`src/rtl/ball_detect_pkg.sv`:
```
// Shared grid geometry, FSM state and result payload for the per-frame ball search.
package ball_detect_pkg;

  localparam int unsigned X_START    = 144;
  localparam int unsigned Y_START    = 34;
  localparam int unsigned VGA_WIDTH  = 640;
  localparam int unsigned VGA_HEIGHT = 480;
  localparam int unsigned VGA_CNT_W  = 13;
  localparam int unsigned BLOCK_SIZE = 16;
  localparam int unsigned BLK_LOG2   = $clog2(BLOCK_SIZE);
  localparam int unsigned COLS       = VGA_WIDTH / BLOCK_SIZE;
  localparam int unsigned ROWS       = VGA_HEIGHT / BLOCK_SIZE;
  localparam int unsigned CNT_W      = 9;
  localparam int unsigned COL_W      = 6;
  localparam int unsigned ROW_W      = 5;
  localparam int unsigned MIN_COUNT  = 8;

  typedef enum logic [1:0] {
    IDLE    = 2'd0,
    ACCUM   = 2'd1,
    SCAN    = 2'd2,
    PUBLISH = 2'd3
  } state_e;

  typedef struct packed {
    logic [COL_W-1:0] x;
    logic [ROW_W-1:0] y;
    logic [CNT_W-1:0] count;
    logic             found;
  } ball_result_t;

endpackage

```
`src/rtl/column_counter_bank.sv`:
```
// One saturating hit counter per grid column, with an increment port and a
// serial read-and-clear port used by the blanking-time scan.
module column_counter_bank
  import ball_detect_pkg::*;
(
  input  logic             i_clk,
  input  logic             i_rst,
  input  logic             i_clr_all,
  input  logic             i_inc,
  input  logic [COL_W-1:0] i_inc_col,
  input  logic             i_rd_clr,
  input  logic [COL_W-1:0] i_rd_col,
  output logic [CNT_W-1:0] o_rd_cnt_c
);

  logic [CNT_W-1:0] r_cnt [COLS];

  // Bulk clear still admits the frame's first pixel so it is not lost.
  always_ff @(posedge i_clk or posedge i_rst) begin
    if (i_rst) begin
      for (int c = 0; c < COLS; c++) r_cnt[c] <= '0;
    end else begin
      for (int c = 0; c < COLS; c++) begin
        if (i_clr_all) begin
          r_cnt[c] <= (i_inc && (i_inc_col == COL_W'(c))) ? CNT_W'(1) : '0;
        end else if (i_rd_clr && (i_rd_col == COL_W'(c))) begin
          r_cnt[c] <= '0;
        end else if (i_inc && (i_inc_col == COL_W'(c)) && (r_cnt[c] != '1)) begin
          r_cnt[c] <= r_cnt[c] + CNT_W'(1);
        end
      end
    end
  end

  assign o_rd_cnt_c = (i_rd_col < COL_W'(COLS)) ? r_cnt[i_rd_col] : '0;

endmodule

```
`src/rtl/ball_frame_scheduler.sv`:
```
// Per-frame ball search: accumulates classifier hits per strip, scans columns
// during horizontal blanking, and publishes the best cell over valid/ready.
module ball_frame_scheduler
  import ball_detect_pkg::*;
(
  input  logic                 CLK,
  input  logic                 RST,
  input  logic                 ENABLE,
  input  logic [VGA_CNT_W-1:0] VGA_H_CNT,
  input  logic [VGA_CNT_W-1:0] VGA_V_CNT,
  input  logic                 HIT,
  output logic [COL_W-1:0]     BALL_X,
  output logic [ROW_W-1:0]     BALL_Y,
  output logic [CNT_W-1:0]     BALL_COUNT,
  output logic                 BALL_FOUND,
  output logic                 BALL_VALID,
  input  logic                 BALL_READY,
  output logic                 DROPPED,
  output logic                 BUSY
);

  state_e                 r_state, w_state_nxt;
  logic [VGA_CNT_W-1:0]   w_x, w_y;
  logic                   w_active, w_frame_start, w_strip_end;
  logic [COL_W-1:0]       w_cx, r_scan_idx, r_best_x;
  logic [ROW_W-1:0]       w_ry, r_strip_row, r_best_y;
  logic [CNT_W-1:0]       w_rd_cnt, r_best_count;
  logic                   w_clr_all, w_inc, w_rd_clr, w_load_scan, w_abort, w_publish;
  ball_result_t           r_result;
  logic                   r_valid, r_dropped, r_busy;

  assign w_x      = VGA_H_CNT - VGA_CNT_W'(X_START);
  assign w_y      = VGA_V_CNT - VGA_CNT_W'(Y_START);
  assign w_active = (VGA_H_CNT >= VGA_CNT_W'(X_START)) && (w_x < VGA_CNT_W'(VGA_WIDTH)) &&
                    (VGA_V_CNT >= VGA_CNT_W'(Y_START)) && (w_y < VGA_CNT_W'(VGA_HEIGHT));
  assign w_cx     = COL_W'(w_x >> BLK_LOG2);
  assign w_ry     = ROW_W'(w_y >> BLK_LOG2);
  assign w_frame_start = ENABLE && w_active && (w_x == '0) && (w_y == '0);
  assign w_strip_end   = w_active && (w_x == VGA_CNT_W'(VGA_WIDTH - 1)) &&
                         (w_y[BLK_LOG2-1:0] == '1);

  column_counter_bank u_bank (
    .i_clk      (CLK),
    .i_rst      (RST),
    .i_clr_all  (w_clr_all),
    .i_inc      (w_inc),
    .i_inc_col  (w_cx),
    .i_rd_clr   (w_rd_clr),
    .i_rd_col   (r_scan_idx),
    .o_rd_cnt_c (w_rd_cnt)
  );

  always_ff @(posedge CLK or posedge RST) begin
    if (RST) r_state <= IDLE;
    else     r_state <= w_state_nxt;
  end

  always_comb begin
    w_state_nxt = r_state;
    w_clr_all   = 1'b0;
    w_inc       = 1'b0;
    w_rd_clr    = 1'b0;
    w_load_scan = 1'b0;
    w_abort     = 1'b0;
    w_publish   = 1'b0;
    case (r_state)
      IDLE: begin
        w_clr_all = 1'b1;
        if (w_frame_start) begin
          w_inc       = HIT;
          w_state_nxt = ACCUM;
        end
      end
      ACCUM: begin
        if (!ENABLE) begin
          w_abort     = 1'b1;
          w_state_nxt = IDLE;
        end else begin
          w_inc = HIT && w_active;
          if (w_strip_end) begin
            w_load_scan = 1'b1;
            w_state_nxt = SCAN;
          end
        end
      end
      SCAN: begin
        if (!ENABLE) begin
          w_abort     = 1'b1;
          w_state_nxt = IDLE;
        end else begin
          w_rd_clr = 1'b1;
          if (r_scan_idx == COL_W'(COLS - 1)) begin
            w_state_nxt = (r_strip_row == ROW_W'(ROWS - 1)) ? PUBLISH : ACCUM;
          end
        end
      end
      PUBLISH: begin
        w_publish   = 1'b1;
        w_state_nxt = IDLE;
      end
      default: w_state_nxt = IDLE;
    endcase
  end

  // Strict compare keeps the lowest column of the earliest strip on ties.
  always_ff @(posedge CLK or posedge RST) begin
    if (RST) begin
      r_scan_idx   <= '0;
      r_strip_row  <= '0;
      r_best_count <= '0;
      r_best_x     <= '0;
      r_best_y     <= '0;
      r_result     <= '0;
      r_valid      <= 1'b0;
      r_dropped    <= 1'b0;
      r_busy       <= 1'b0;
    end else begin
      r_dropped <= 1'b0;
      r_busy    <= (w_state_nxt != IDLE);
      if (w_load_scan) begin
        r_scan_idx  <= '0;
        r_strip_row <= w_ry;
      end else if (w_rd_clr) begin
        r_scan_idx <= r_scan_idx + COL_W'(1);
      end
      if (w_abort || w_publish) begin
        r_best_count <= '0;
        r_best_x     <= '0;
        r_best_y     <= '0;
      end else if (w_rd_clr && (w_rd_cnt > r_best_count)) begin
        r_best_count <= w_rd_cnt;
        r_best_x     <= r_scan_idx;
        r_best_y     <= r_strip_row;
      end
      if (w_publish) begin
        r_result  <= '{x: r_best_x, y: r_best_y, count: r_best_count,
                       found: (r_best_count >= CNT_W'(MIN_COUNT))};
        r_valid   <= 1'b1;
        r_dropped <= r_valid && !BALL_READY;
      end else if (r_valid && BALL_READY) begin
        r_valid <= 1'b0;
      end
    end
  end

  assign BALL_X     = r_result.x;
  assign BALL_Y     = r_result.y;
  assign BALL_COUNT = r_result.count;
  assign BALL_FOUND = r_result.found;
  assign BALL_VALID = r_valid;
  assign DROPPED    = r_dropped;
  assign BUSY       = r_busy;

endmodule
```
`config.mk`:
```
export PLATFORM = sky130hd
export DESIGN_NAME = ball_frame_scheduler
export DESIGN_NICKNAME = d
export VERILOG_FILES = /design/src/rtl/ball_detect_pkg.sv /design/src/rtl/column_counter_bank.sv /design/src/rtl/ball_frame_scheduler.sv
export SDC_FILE = /design/constraint.sdc
export NUM_CORES = 1
export LEC_CHECK = 0
export ABC_AREA = 1
export CORE_MARGIN = 8
export CORE_UTILIZATION = 55
export CTS_CLUSTER_DIAMETER = 40
export DETAILED_ROUTE_END_ITERATION = 10
export PLACE_DENSITY = 0.7
export SETUP_SLACK_MARGIN = 0.1
export SLEW_MARGIN = 20
export SYNTH_ARGS = -nofsm -noshare
export SYNTH_HDL_FRONTEND = slang
export SYNTH_SLANG_ARGS = --single-unit
```
`constraint.sdc`:
```
create_clock -name CLK -period 18.4 [get_ports CLK]
set_clock_uncertainty 0.2 [all_clocks]
set_input_delay 1.84 -clock CLK [delete_from_list [all_inputs] [get_ports CLK]]
set_output_delay 1.84 -clock CLK [all_outputs]
set_load 0.02 [all_outputs]
```
Yosys cells after proc, flatten, opt, wreduce, memory -nomap -nowiden
Index checks and enable logic that the tools add are counted.

storage, ports and cells
  flip-flop bits (word level) = 417
  bits in latches = 0
  RAM bits = 0
  memory bits (read-only) = 0
  input bits = 31
  output and inout bits = 24
  logic and storage cells = 607
  memories kept = 0

operators by class
  $add $sub $neg = 43
  multiply operators = 0
  divide/modulo/power cells = 0
  order comparisons = 8
  equal/unequal tests = 124
  shifts and indexed selects = 0
  mux-type cells = 194
  bitwise logic cells = 1
  reduce and logical (&&, ||, !) cells = 184

operator list
  kind                   number
  $mux 9                 125
  $add 9x1->9 const B    40
  $ne 9x9->1 const B     40
  $eq 6x5->1 const B     32
  $logic_and 1x1->1      132
  $reduce_bool 3->1      40
  $eq 6x4->1 const B     16
  $eq 6x6->1 const B     16
  $bmux 9 s6             1
  $mux 1                 54
  $eq 6x3->1 const B     8
  $logic_not 13->1       2
  $eq 6x2->1 const B     4
  $mux 6                 4
  $eq 13x10->1 const B   1
  $ge 13x6->1 const B    1
  $ge 13x8->1 const B    1
  $lt 13x10->1 const B   1
  $lt 13x9->1 const B    1
  $sub 13x6->13 const B  1
  $sub 13x8->13 const B  1
  $eq 6x1->1 const B     2
  $logic_not 6->1        2
  $mux 2                 6
  18 further kinds       23

Longest topological paths before layout
Gate-level depths: netlist of run 1.

  depth in word-level cells = 15
  mapped depth = 21
  gate-level depth less buffers = 18

By module
A second synthesis of run 1 with hierarchy kept.

unflattened totals
  cells, all modules = 4077
  area, all modules = 27423.8 sq um

modules (own cells, without submodules)
  module                times used  cells each  area an instance (sq um)
  column_counter_bank   1           3590        23887.9
  ball_frame_scheduler  1           487         3535.9

Worst setup path before layout of run 1
Ideal clock, no wire load.

  kind = input-to-reg
  start = input VGA_V_CNT[1]
  end = register u_bank.r_cnt[182] in the netlist's numbering
  arrival time = 3.756 ns
  data required time = 18.134 ns
  setup slack = 14.379 ns
  cell stages on the path = 17
  cells stage by stage = inv_1 > ha_1 > nand2_1 > nand2_1 > nand2_1 > o21ai_1 > nand3_1 > nor2_1 > nand3_2 > nor2_8 > nand2_8 > nor2_8 > buf_12 > nand3_4 > nand2_4 > nand2_1 > nand2_1

between the ends
  cells in the longest elaborated chain, start to end = 11
  elaborated cells between the ends (all ways) = 16
  classes of those cells = add/sub (1); order compare (2); mux (3); reduce/logical (10)

ends and longest elaborated chain
  item                                              line                                                    source
  from (decl)                                       ball_frame_scheduler.sv:10                              input logic [VGA_CNT_W-1:0] VGA_V_CNT,
  $sub 13x6->13 or $ge 13x6->1 (tied branches)      ball_frame_scheduler.sv:33, ball_frame_scheduler.sv:35
  $lt 13x9->1 or $logic_and 1x1->1 (tied branches)  ball_frame_scheduler.sv:35, ball_frame_scheduler.sv:34
  $logic_and 1x1->1                                 ball_frame_scheduler.sv:35                              (VGA_V_CNT >= VGA_CNT_W'(Y_START)) && (w_y < VGA_CNT_W'(VGA_HEIGHT));
  $logic_and 1x1->1 (3 in series)                   ball_frame_scheduler.sv:38                              assign w_frame_start = ENABLE && w_active && (w_x == '0) && (w_y == '0);
  $mux 1                                            ball_frame_scheduler.sv:69                              if (w_frame_start) begin
  $pmux 1 s2 *                                      ball_frame_scheduler.sv:66                              case (r_state)
  $logic_and 1x1->1 * (2 in series)                 column_counter_bank.sv:28                               end else if (i_inc && (i_inc_col == COL_W'(c)) && (r_cnt[c] != '1)) begin
  $reduce_bool 3->1 (no line) *                     --
  to (signal, indexed assignment)                   column_counter_bank.sv:25                               r_cnt[c] <= (i_inc && (i_inc_col == COL_W'(c))) ? CNT_W'(1) : '0;
  to (signal, indexed assignment)                   column_counter_bank.sv:29                               r_cnt[c] <= r_cnt[c] + CNT_W'(1);
  to (decl)                                         column_counter_bank.sv:16                               logic [CNT_W-1:0] r_cnt [COLS];

Every way passes the cells marked *; elsewhere a longest branch is shown, timed or not.
A chain may end at the register's enable or synchronous reset.

Worst setup path in the final report of run 1
  start = register r_scan_idx[0]
  end = register r_best_count[8]

between the ends
  cells in the longest elaborated chain, start to end = 8
  elaborated cells between the ends (all ways) = 11
  classes of those cells = order compare (2); mux (6); bitwise (1); reduce/logical (2)

ends and longest elaborated chain
  item                                        line                         source
  from (decl)                                 ball_frame_scheduler.sv:25   logic [COL_W-1:0] w_cx, r_scan_idx, r_best_x;
  from (signal assigned)                      ball_frame_scheduler.sv:124  r_scan_idx <= r_scan_idx + COL_W'(1);
  $not 6->7 (implied by the code)             column_counter_bank.sv:35    assign o_rd_cnt_c = (i_rd_col < COL_W'(COLS)) ? r_cnt[i_rd_col] : '0;
  $bmux 9 s6                                  column_counter_bank.sv:35
  $mux 9 (implied by the code) (2 in series)  column_counter_bank.sv:35
  $mux 9 *                                    column_counter_bank.sv:35
  $gt 9x9->1                                  ball_frame_scheduler.sv:130  end else if (w_rd_clr && (w_rd_cnt > r_best_count)) begin
  $logic_and 1x1->1                           ball_frame_scheduler.sv:130
  $reduce_bool 2->1 (no line)                 --
  to (signal assigned)                        ball_frame_scheduler.sv:131  r_best_count <= w_rd_cnt;
  to (decl)                                   ball_frame_scheduler.sv:27   logic [CNT_W-1:0] w_rd_cnt, r_best_count;

Every way passes the cells marked *; elsewhere a longest branch is shown, timed or not. The select of a mux whose other input is x is not followed.

==> results.sh, run 1 <==
export IMPL_number_of_slew_limit_violations_in_the_final_report=0
export IMPL_timing_final_setup_violations=0
export IMPL_global_route_overflow_total=0
export IMPL_number_of_synthesized_flops_with_an_enable_pin=0
export IMPL_clock_tree_htree_level_count=3
export IMPL_fraction_of_synthesized_cell_area_taken_by_the_top_area_cell_type_pct=35.5
export IMPL_synth_top_cell_by_area="sky130_fd_sc_hd__dfrtp_1"
export IMPL_yosys_top_cells_area="sky130_fd_sc_hd__dfrtp_1 (35%), sky130_fd_sc_hd__nand2_1 (13%), sky130_fd_sc_hd__nand3_1 (9.4%)"
export IMPL_totalNegativeSetupSlack_ns=0
export IMPL_critPathArrivalTime_ns=6.21
export IMPL_drt_iter0_markers=3027
export IMPL_final_instance_count_excl_fill=4971
export IMPL_dp_cells=4815
export IMPL_crit_path_start_kind="register"
export IMPL_timing_max_slew_rel_slack_pct=26.5
export IMPL_grt_max_degree=123
export IMPL_floorplan_initialDensity_pct=55.7
export IMPL_tritoncts="done"
export IMPL_per_cell_routed_wire_length_um=18.6
export IMPL_number_of_synthesized_register_bits=417
export IMPL_finalWorstSetupSlack_ns=12.52
export IMPL_inserted_clock_buffers=85
export IMPL_first_global_vias=26461
export IMPL_critPathKind="reg -> reg"
export IMPL_place_ws_ns=12.38
export IMPL_layout_min_cycle_time_ns=5.88
export IMPL_root_buffer_master="sky130_fd_sc_hd__clkbuf_16"
export IMPL_wire_length_of_the_first_global_routing_pass_mm=146
export IMPL_grt_use_total_pct=29.9
export IMPL_cell_rows=84
export IMPL_fraction_of_final_layout_cells_sized_beyond_drive_strength_1_pct=6.40
export IMPL_finalHoldWorstSlack_ns=0.272
export IMPL_syn_num_nets=4355
export IMPL_routed_via_count=28965
export IMPL_area_growth_synth_to_final_pct=13.3
export IMPL_worst_path_max_fanout=122
export IMPL_synth_flop_cell="sky130_fd_sc_hd__dfrtp_1"
export IMPL_dieArea_um2=61100
export IMPL_number_of_port_buffers=54
export IMPL_critPathSlowestCell="sky130_fd_sc_hd__buf_4"
export IMPL_ys_async_sr_fraction_pct=100
export IMPL_maxCapViolCount=0
export IMPL_status="complete, no violations"
export IMPL_timing_limited_maximum_frequency_mhz=170
export IMPL_post_cts_resized_instances=0
export IMPL_timing_final_crit_share_pct=32.0
export IMPL_post_cts_buffers=0
export IMPL_p_leak_nw=15.5
export IMPL_end_kind="register"
export IMPL_worst_setup_hold_path_clk_slew_ns=0.05
export IMPL_critical_path_required_ns=18.73
export IMPL_route_detailed_drc=0
export IMPL_viasPerCell=5.83
export IMPL_cts_path_max_buffers=3
export IMPL_final_nets=4343
export IMPL_worstPathCellList="inv_6 > buf_4 > a21oi_1 > o21ai_0 > a21oi_1 > or2_2 > o31ai_1 > nand3_1 > ha_1 > nand2_1 > o21ai_0 > nand2_1 > o2111ai_1 > nand3_1 > inv_1 > nand2_1 > o21ai_0"
export IMPL_powerDensity_nw_per_um2=79.4
export IMPL_detail_route_antenna_nets=0
export IMPL_chipWidth_um=247
export IMPL_placed_area_um2=30300
export IMPL_num_io_pins=55
export IMPL_max_stage_delay_ns=0.75
export IMPL_vdd_drop_max_uv=68.9
export IMPL_ys_types=52
export IMPL_cts_hold_buf=0
export IMPL_rsz0062_at_grt="no"
export IMPL_globalplace_congestion=0.991
export IMPL_num_antenna_cells=0
export IMPL_grt_antenna_before_repair=2
export IMPL_placeableCoreArea_um2=52800
export IMPL_worst_slew_pin_slew_ns=1.10
export IMPL_dr_pass1_iters=6
export IMPL_place_detailed_hpwl_mm=65.2
export IMPL_timing_hold_violations_final=0
export IMPL_yosysWarnings=0
export IMPL_postSynthAreaPerCell_um2=6.96
export IMPL_min_delay_path_class="reg -> reg"
export IMPL_synthesis_area_um2=29400
export IMPL_syn_inst=4226
export IMPL_floorplan_die_height_um=247
export IMPL_final_cell_area_um2=33300
export IMPL_ys_seq_area_share_pct=35.5
export IMPL_cts_num_sinks=417
export IMPL_routed_wirelength_mm=92.4
export IMPL_clkLatencyLatePin_ns=0.63
registers in the layout, summed over array words and instances, names as in the netlist:
register	flops
BALL_Y	5
DROPPED	1
r_best_count	9
r_state	2
u_bank.r_cnt	360
r_strip_row	5
r_scan_idx	6
r_best_y	5
BALL_COUNT	9
BUSY	1
BALL_X	6
BALL_FOUND	1
r_best_x	6
BALL_VALID	1
cell type report:
cell class	instances	area (um2)
multi-input cells	3202	16600
repair buffers	72	676
fillers	4797	19400
clock buffers	104	2360
inverters	436	1650
clock inverters	52	678
flip-flops and latches	417	10400
well taps	688	861
report_power, final:
group          switching (mW)  total (mW)  internal [mW]  leakage [nW]
clock network           0.538        1.63           1.09          1.48
registers             0.00405       0.934          0.930          5.75
logic                  0.0598      0.0799         0.0202          8.31
final timing paths:
check | startpoint | to | slack, ns | cells after the start
setup / recovery | r_scan_idx[0]$_DFFE_PP0P_ | r_best_count[8]$_DFFE_PP0P_ | 12.52 | 17
hold / removal | BALL_Y[0]$_DFFE_PP0P_ | BALL_Y[0]$_DFFE_PP0P_ | 0.27 | 2
setup reg to reg | r_scan_idx[0]$_DFFE_PP0P_ | r_best_count[8]$_DFFE_PP0P_ | 12.52 | 17
hold reg to reg | BALL_Y[0]$_DFFE_PP0P_ | BALL_Y[0]$_DFFE_PP0P_ | 0.27 | 2
max in group asynchronous | RST | u_bank.r_cnt[276]$_DFFE_PP0P_ | 13.97 | 4
min in group asynchronous | RST | BALL_Y[3]$_DFFE_PP0P_ | 1.53 | 2
synthesized netlist by cell type, types with 3 or more instances:
master / number
sky130_fd_sc_hd__a211oi_1: 3
sky130_fd_sc_hd__a21oi_1: 193
sky130_fd_sc_hd__a41oi_1: 3
sky130_fd_sc_hd__and3_1: 6
sky130_fd_sc_hd__buf_1: 11
sky130_fd_sc_hd__buf_2: 9
sky130_fd_sc_hd__clkbuf_1: 145
sky130_fd_sc_hd__clkinv_1: 6
sky130_fd_sc_hd__dfrtp_1: 417
sky130_fd_sc_hd__ha_1: 98
sky130_fd_sc_hd__inv_1: 427
sky130_fd_sc_hd__inv_2: 3
sky130_fd_sc_hd__nand2_1: 999
sky130_fd_sc_hd__nand2_2: 22
sky130_fd_sc_hd__nand2_4: 10
sky130_fd_sc_hd__nand3_1: 553
sky130_fd_sc_hd__nand3_2: 10
sky130_fd_sc_hd__nand3_4: 20
sky130_fd_sc_hd__nand3b_1: 18
sky130_fd_sc_hd__nand3b_2: 3
sky130_fd_sc_hd__nand4_1: 57
sky130_fd_sc_hd__nor2_1: 381
sky130_fd_sc_hd__nor2_2: 6
sky130_fd_sc_hd__nor2_4: 4
sky130_fd_sc_hd__nor2_8: 3
sky130_fd_sc_hd__nor3_1: 217
sky130_fd_sc_hd__nor3b_1: 26
sky130_fd_sc_hd__nor4_1: 78
sky130_fd_sc_hd__o211ai_1: 5
sky130_fd_sc_hd__o21ai_0: 257
sky130_fd_sc_hd__o21bai_1: 33
sky130_fd_sc_hd__o22ai_1: 18
sky130_fd_sc_hd__o31ai_1: 10
sky130_fd_sc_hd__or2_2: 6
sky130_fd_sc_hd__xnor2_1: 20
sky130_fd_sc_hd__xor2_1: 126
worst max-delay path, delay by kind of cell (launching register included):
family                   cells  cell delay [ns]
AO/OA/AOI/OAI                7             1.28
adder cells (fa/ha/maj)      1             0.40
AND/OR/NAND/NOR              6             1.24
buffers and inverters        3             1.86
flip-flops                   1             0.66
metal layers:
metal	vias to the layer above	share of wire [%]	GRT usage (%)
met5	-	0.025	0
met4	4	5.4	15.5
met3	250	8.2	5.48
met2	1203	43	44.1
met1	13438	44	41.6
li1	14070	-	-
layout by cell type, fill, tap and decap left out, types with 57 or more instances in the layout:
| cell type | instances |
|---|---|
| sky130_fd_sc_hd__nor2_1 | 379 |
| sky130_fd_sc_hd__nand2_1 | 999 |
| sky130_fd_sc_hd__ha_1 | 97 |
| sky130_fd_sc_hd__nor4_1 | 78 |
| sky130_fd_sc_hd__dfrtp_1 | 415 |
| sky130_fd_sc_hd__nand4_1 | 57 |
| sky130_fd_sc_hd__clkbuf_16 | 87 |
| sky130_fd_sc_hd__o21ai_0 | 257 |
| sky130_fd_sc_hd__nor3_1 | 217 |
| sky130_fd_sc_hd__xor2_1 | 126 |
| sky130_fd_sc_hd__nand3_1 | 553 |
| sky130_fd_sc_hd__inv_1 | 425 |
| sky130_fd_sc_hd__a21oi_1 | 191 |
kinds of logic (layout without fill, tap and decap cells):
group / Yosys count / after routing / synth area share, %
AO/OA/AOI/OAI: 531 / 531 / 9.68
XOR/XNOR: 146 / 146 / 4.35
adder cells (fa/ha/maj): 98 / 98 / 4.17
buffers and inverters: 607 / 664 / 7.98
flip-flops: 417 / 417 / 35.5
multiplexers: 1 / 1 / 0.0383
AND/OR/NAND/NOR: 2426 / 2426 / 38.3
metrics by stage:
stage | utilization, % | total power, mW
2_1_floorplan | - | 0.999
3_3_place_gp | 57.4 | 1.03
3_5_place_dp | 57.4 | 1.03
4_1_cts | 63.1 | 2.67
5_1_grt | 63.1 | 2.72
6_report | 63.1 | 2.65
Note: power is estimated with default switching activity, not from simulation.
==> run 2: changes to the inputs <==
--- a/config.mk
+++ b/config.mk
@@ -10,7 +10,7 @@
 export CORE_UTILIZATION = 55
 export CTS_CLUSTER_DIAMETER = 40
 export DETAILED_ROUTE_END_ITERATION = 10
-export PLACE_DENSITY = 0.7
+export PLACE_DENSITY = 0.72
 export SETUP_SLACK_MARGIN = 0.1
 export SLEW_MARGIN = 20
 export SYNTH_ARGS = -nofsm -noshare
==> constraint.sdc (replaced) <==
create_clock -name CLK -period 5.2 [get_ports CLK]
set_clock_uncertainty 0.2 [all_clocks]
set_input_delay 0.52 -clock CLK [delete_from_list [all_inputs] [get_ports CLK]]
set_output_delay 0.52 -clock CLK [all_outputs]
set_load 0.02 [all_outputs]
==> results.sh, run 2 (synthesis gave the netlist of run 1 again) <==
export IMPL_number_of_slew_limit_violations_in_the_final_report=0
export IMPL_clock_tree_htree_level_count=3
export IMPL_num_io_pins=55
export IMPL_final_core_utilization_pct=63.8
export IMPL_placeableCoreArea_um2=52800
export IMPL_number_of_flip_flops_in_the_largest_register=360
export IMPL_min_delay_path_class="in -> async"
export IMPL_floorplan_initialDensity_pct=55.7
export IMPL_fillCellCount=4696
export IMPL_inserted_clock_buffers=82
export IMPL_worst_r2r_startpoint="r_scan_idx[0]$_DFFE_PP0P_"
export IMPL_globalplace_congestion=1.02
export IMPL_layout_cells_most_common_list="sky130_fd_sc_hd__nand2_1 (999), sky130_fd_sc_hd__nand3_1 (553), sky130_fd_sc_hd__inv_1 (425), sky130_fd_sc_hd__dfrtp_1 (415), sky130_fd_sc_hd__nor2_1 (380)"
export IMPL_root_buffer_master="sky130_fd_sc_hd__clkbuf_16"
export IMPL_critical_path_required_ns=5.55
export IMPL_placed_area_um2=30700
export IMPL_critPathSlowestCell="sky130_fd_sc_hd__o31ai_1"
export IMPL_worst_path_max_fanout=81
export IMPL_first_global_vias=27111
export IMPL_floorplan_die_height_um=247
export IMPL_maxCapViolCount=0
export IMPL_area_growth_synth_to_final_pct=14.6
export IMPL_num_antenna_cells=0
export IMPL_worst_setup_hold_path_clk_slew_ns=0.06
export IMPL_layout_cells_most_common="sky130_fd_sc_hd__nand2_1"
export IMPL_dr_pass1_iters=6
export IMPL_top_reg_by_flops="u_bank.r_cnt"
export IMPL_timing_limited_maximum_frequency_mhz=211
export IMPL_place_detailed_hpwl_mm=65.8
export IMPL_finalHoldWorstSlack_ns=0.0510
export IMPL_timing_final_setup_violations=0
export IMPL_clkLatencyLatePin_ns=0.64
export IMPL_critPathKind="reg -> reg"
export IMPL_grt_use_total_pct=30.7
export IMPL_final_cell_area_um2=33700
export IMPL_cts_hold_buf=0
export IMPL_global_route_overflow_total=0
export IMPL_timing_hold_violations_final=0
export IMPL_worst_slew_pin_slew_ns=1.14
export IMPL_number_of_port_buffers=54
export IMPL_p_leak_nw=15.8
export IMPL_dp_cells=4864
export IMPL_per_cell_routed_wire_length_um=18.8
export IMPL_grt_antenna_before_repair=0
export IMPL_grt_max_degree=154
export IMPL_status="complete, no violations"
export IMPL_route_detailed_drc=0
export IMPL_post_cts_buffers=0
export IMPL_viasPerCell=5.91
export IMPL_cts_num_sinks=417
export IMPL_routed_wirelength_mm=94.3
export IMPL_fraction_of_final_layout_cells_sized_beyond_drive_strength_1_pct=7.12
export IMPL_rsz0062_at_grt="no"
export IMPL_cp_startpoint="r_scan_idx[0]$_DFFE_PP0P_"
export IMPL_cts_path_max_buffers=3
export IMPL_post_cts_resized_instances=0
export IMPL_crit_path_start_kind="register"
export IMPL_end_kind="register"
export IMPL_critPathArrivalTime_ns=5.08
export IMPL_chipWidth_um=247
export IMPL_timing_final_crit_share_pct=91.0
export IMPL_routed_via_count=29636
export IMPL_detail_route_antenna_nets=0
export IMPL_max_stage_delay_ns=0.80
export IMPL_final_nets=4389
export IMPL_final_instance_count_excl_fill=5014
export IMPL_dieArea_um2=61100
export IMPL_layout_min_cycle_time_ns=4.73
export IMPL_cell_rows=84
export IMPL_wire_length_of_the_first_global_routing_pass_mm=150
export IMPL_timing_max_slew_rel_slack_pct=24.2
export IMPL_vdd_drop_max_uv=296
export IMPL_worstPathCellList="inv_6 > buf_4 > a21oi_1 > o21ai_0 > a21oi_1 > o31ai_1 > nand3_1 > ha_1 > nand2_1 > o21ai_0 > nand2_1 > o2111ai_1 > nand3_1 > inv_1 > nand2_1 > o21ai_0"
export IMPL_tritoncts="done"
export IMPL_drt_iter0_markers=3379
export IMPL_powerDensity_nw_per_um2=274
[run 2: worst max-delay path: cells and delay by family (launching register included)]
kind | cells | cell delay [ns]
buffers and inverters | 3 | 1.24
AND/OR/NAND/NOR | 5 | 0.82
AO/OA/AOI/OAI | 7 | 1.49
flip-flops | 1 | 0.51
adder cells (fa/ha/maj) | 1 | 0.37
[run 2: through the flow]
step	power, mW	setup WS (ns)	setup TNS [ns]
3_3_place_gp	3.65	0.685	0
4_1_cts	9.28	0.785	0
5_1_grt	9.47	0.331	0
3_5_place_dp	3.65	0.664	0
2_1_floorplan	3.54	-1.14	-476.86
6_report	9.22	0.469	0
[run 2: area by class of cell]
class,count,area (um2),area share (%)
clock buffers,103,2230,6.62
clock inverters,47,716,2.12
inverters,436,1650,4.88
multi-input cells,3202,16600,49.4
flip-flops and latches,417,10400,31.0
well taps,688,861,2.56
repair buffers,121,1160,3.43
[run 2: where the power goes]
part	internal, mW	switching (mW)
Clock	3.64	1.98
Combinational	0.0782	0.222
Sequential	3.29	0.0153
Total	7.01	2.21
[run 2: final timing paths]
check	slack, ns	cells after the start	to
worst max-delay path	0.47	16	r_best_count[2]$_DFFE_PP0P_
worst min-delay path	0.05	2	r_strip_row[1]$_DFFE_PP0P_
worst max register to register	0.47	16	r_best_count[2]$_DFFE_PP0P_
worst min register to register	0.29	2	BALL_X[5]$_DFFE_PP0P_
max in group asynchronous	3.52	3	u_bank.r_cnt[196]$_DFFE_PP0P_
min in group CLK	0.25	2	DROPPED$_DFF_PP0_
[run 2: metal layers]
layer  share of wire (%)  GRT usage, %  up-vias  wire [um]
li1                    -             -    14161          -
met1                  42          41.3    13799      39300
met2                  43          46.1     1388      40600
met3                 9.5          6.68      288       8970
met4                 5.8          16.2        0       5450
met5                   0             0        -          0
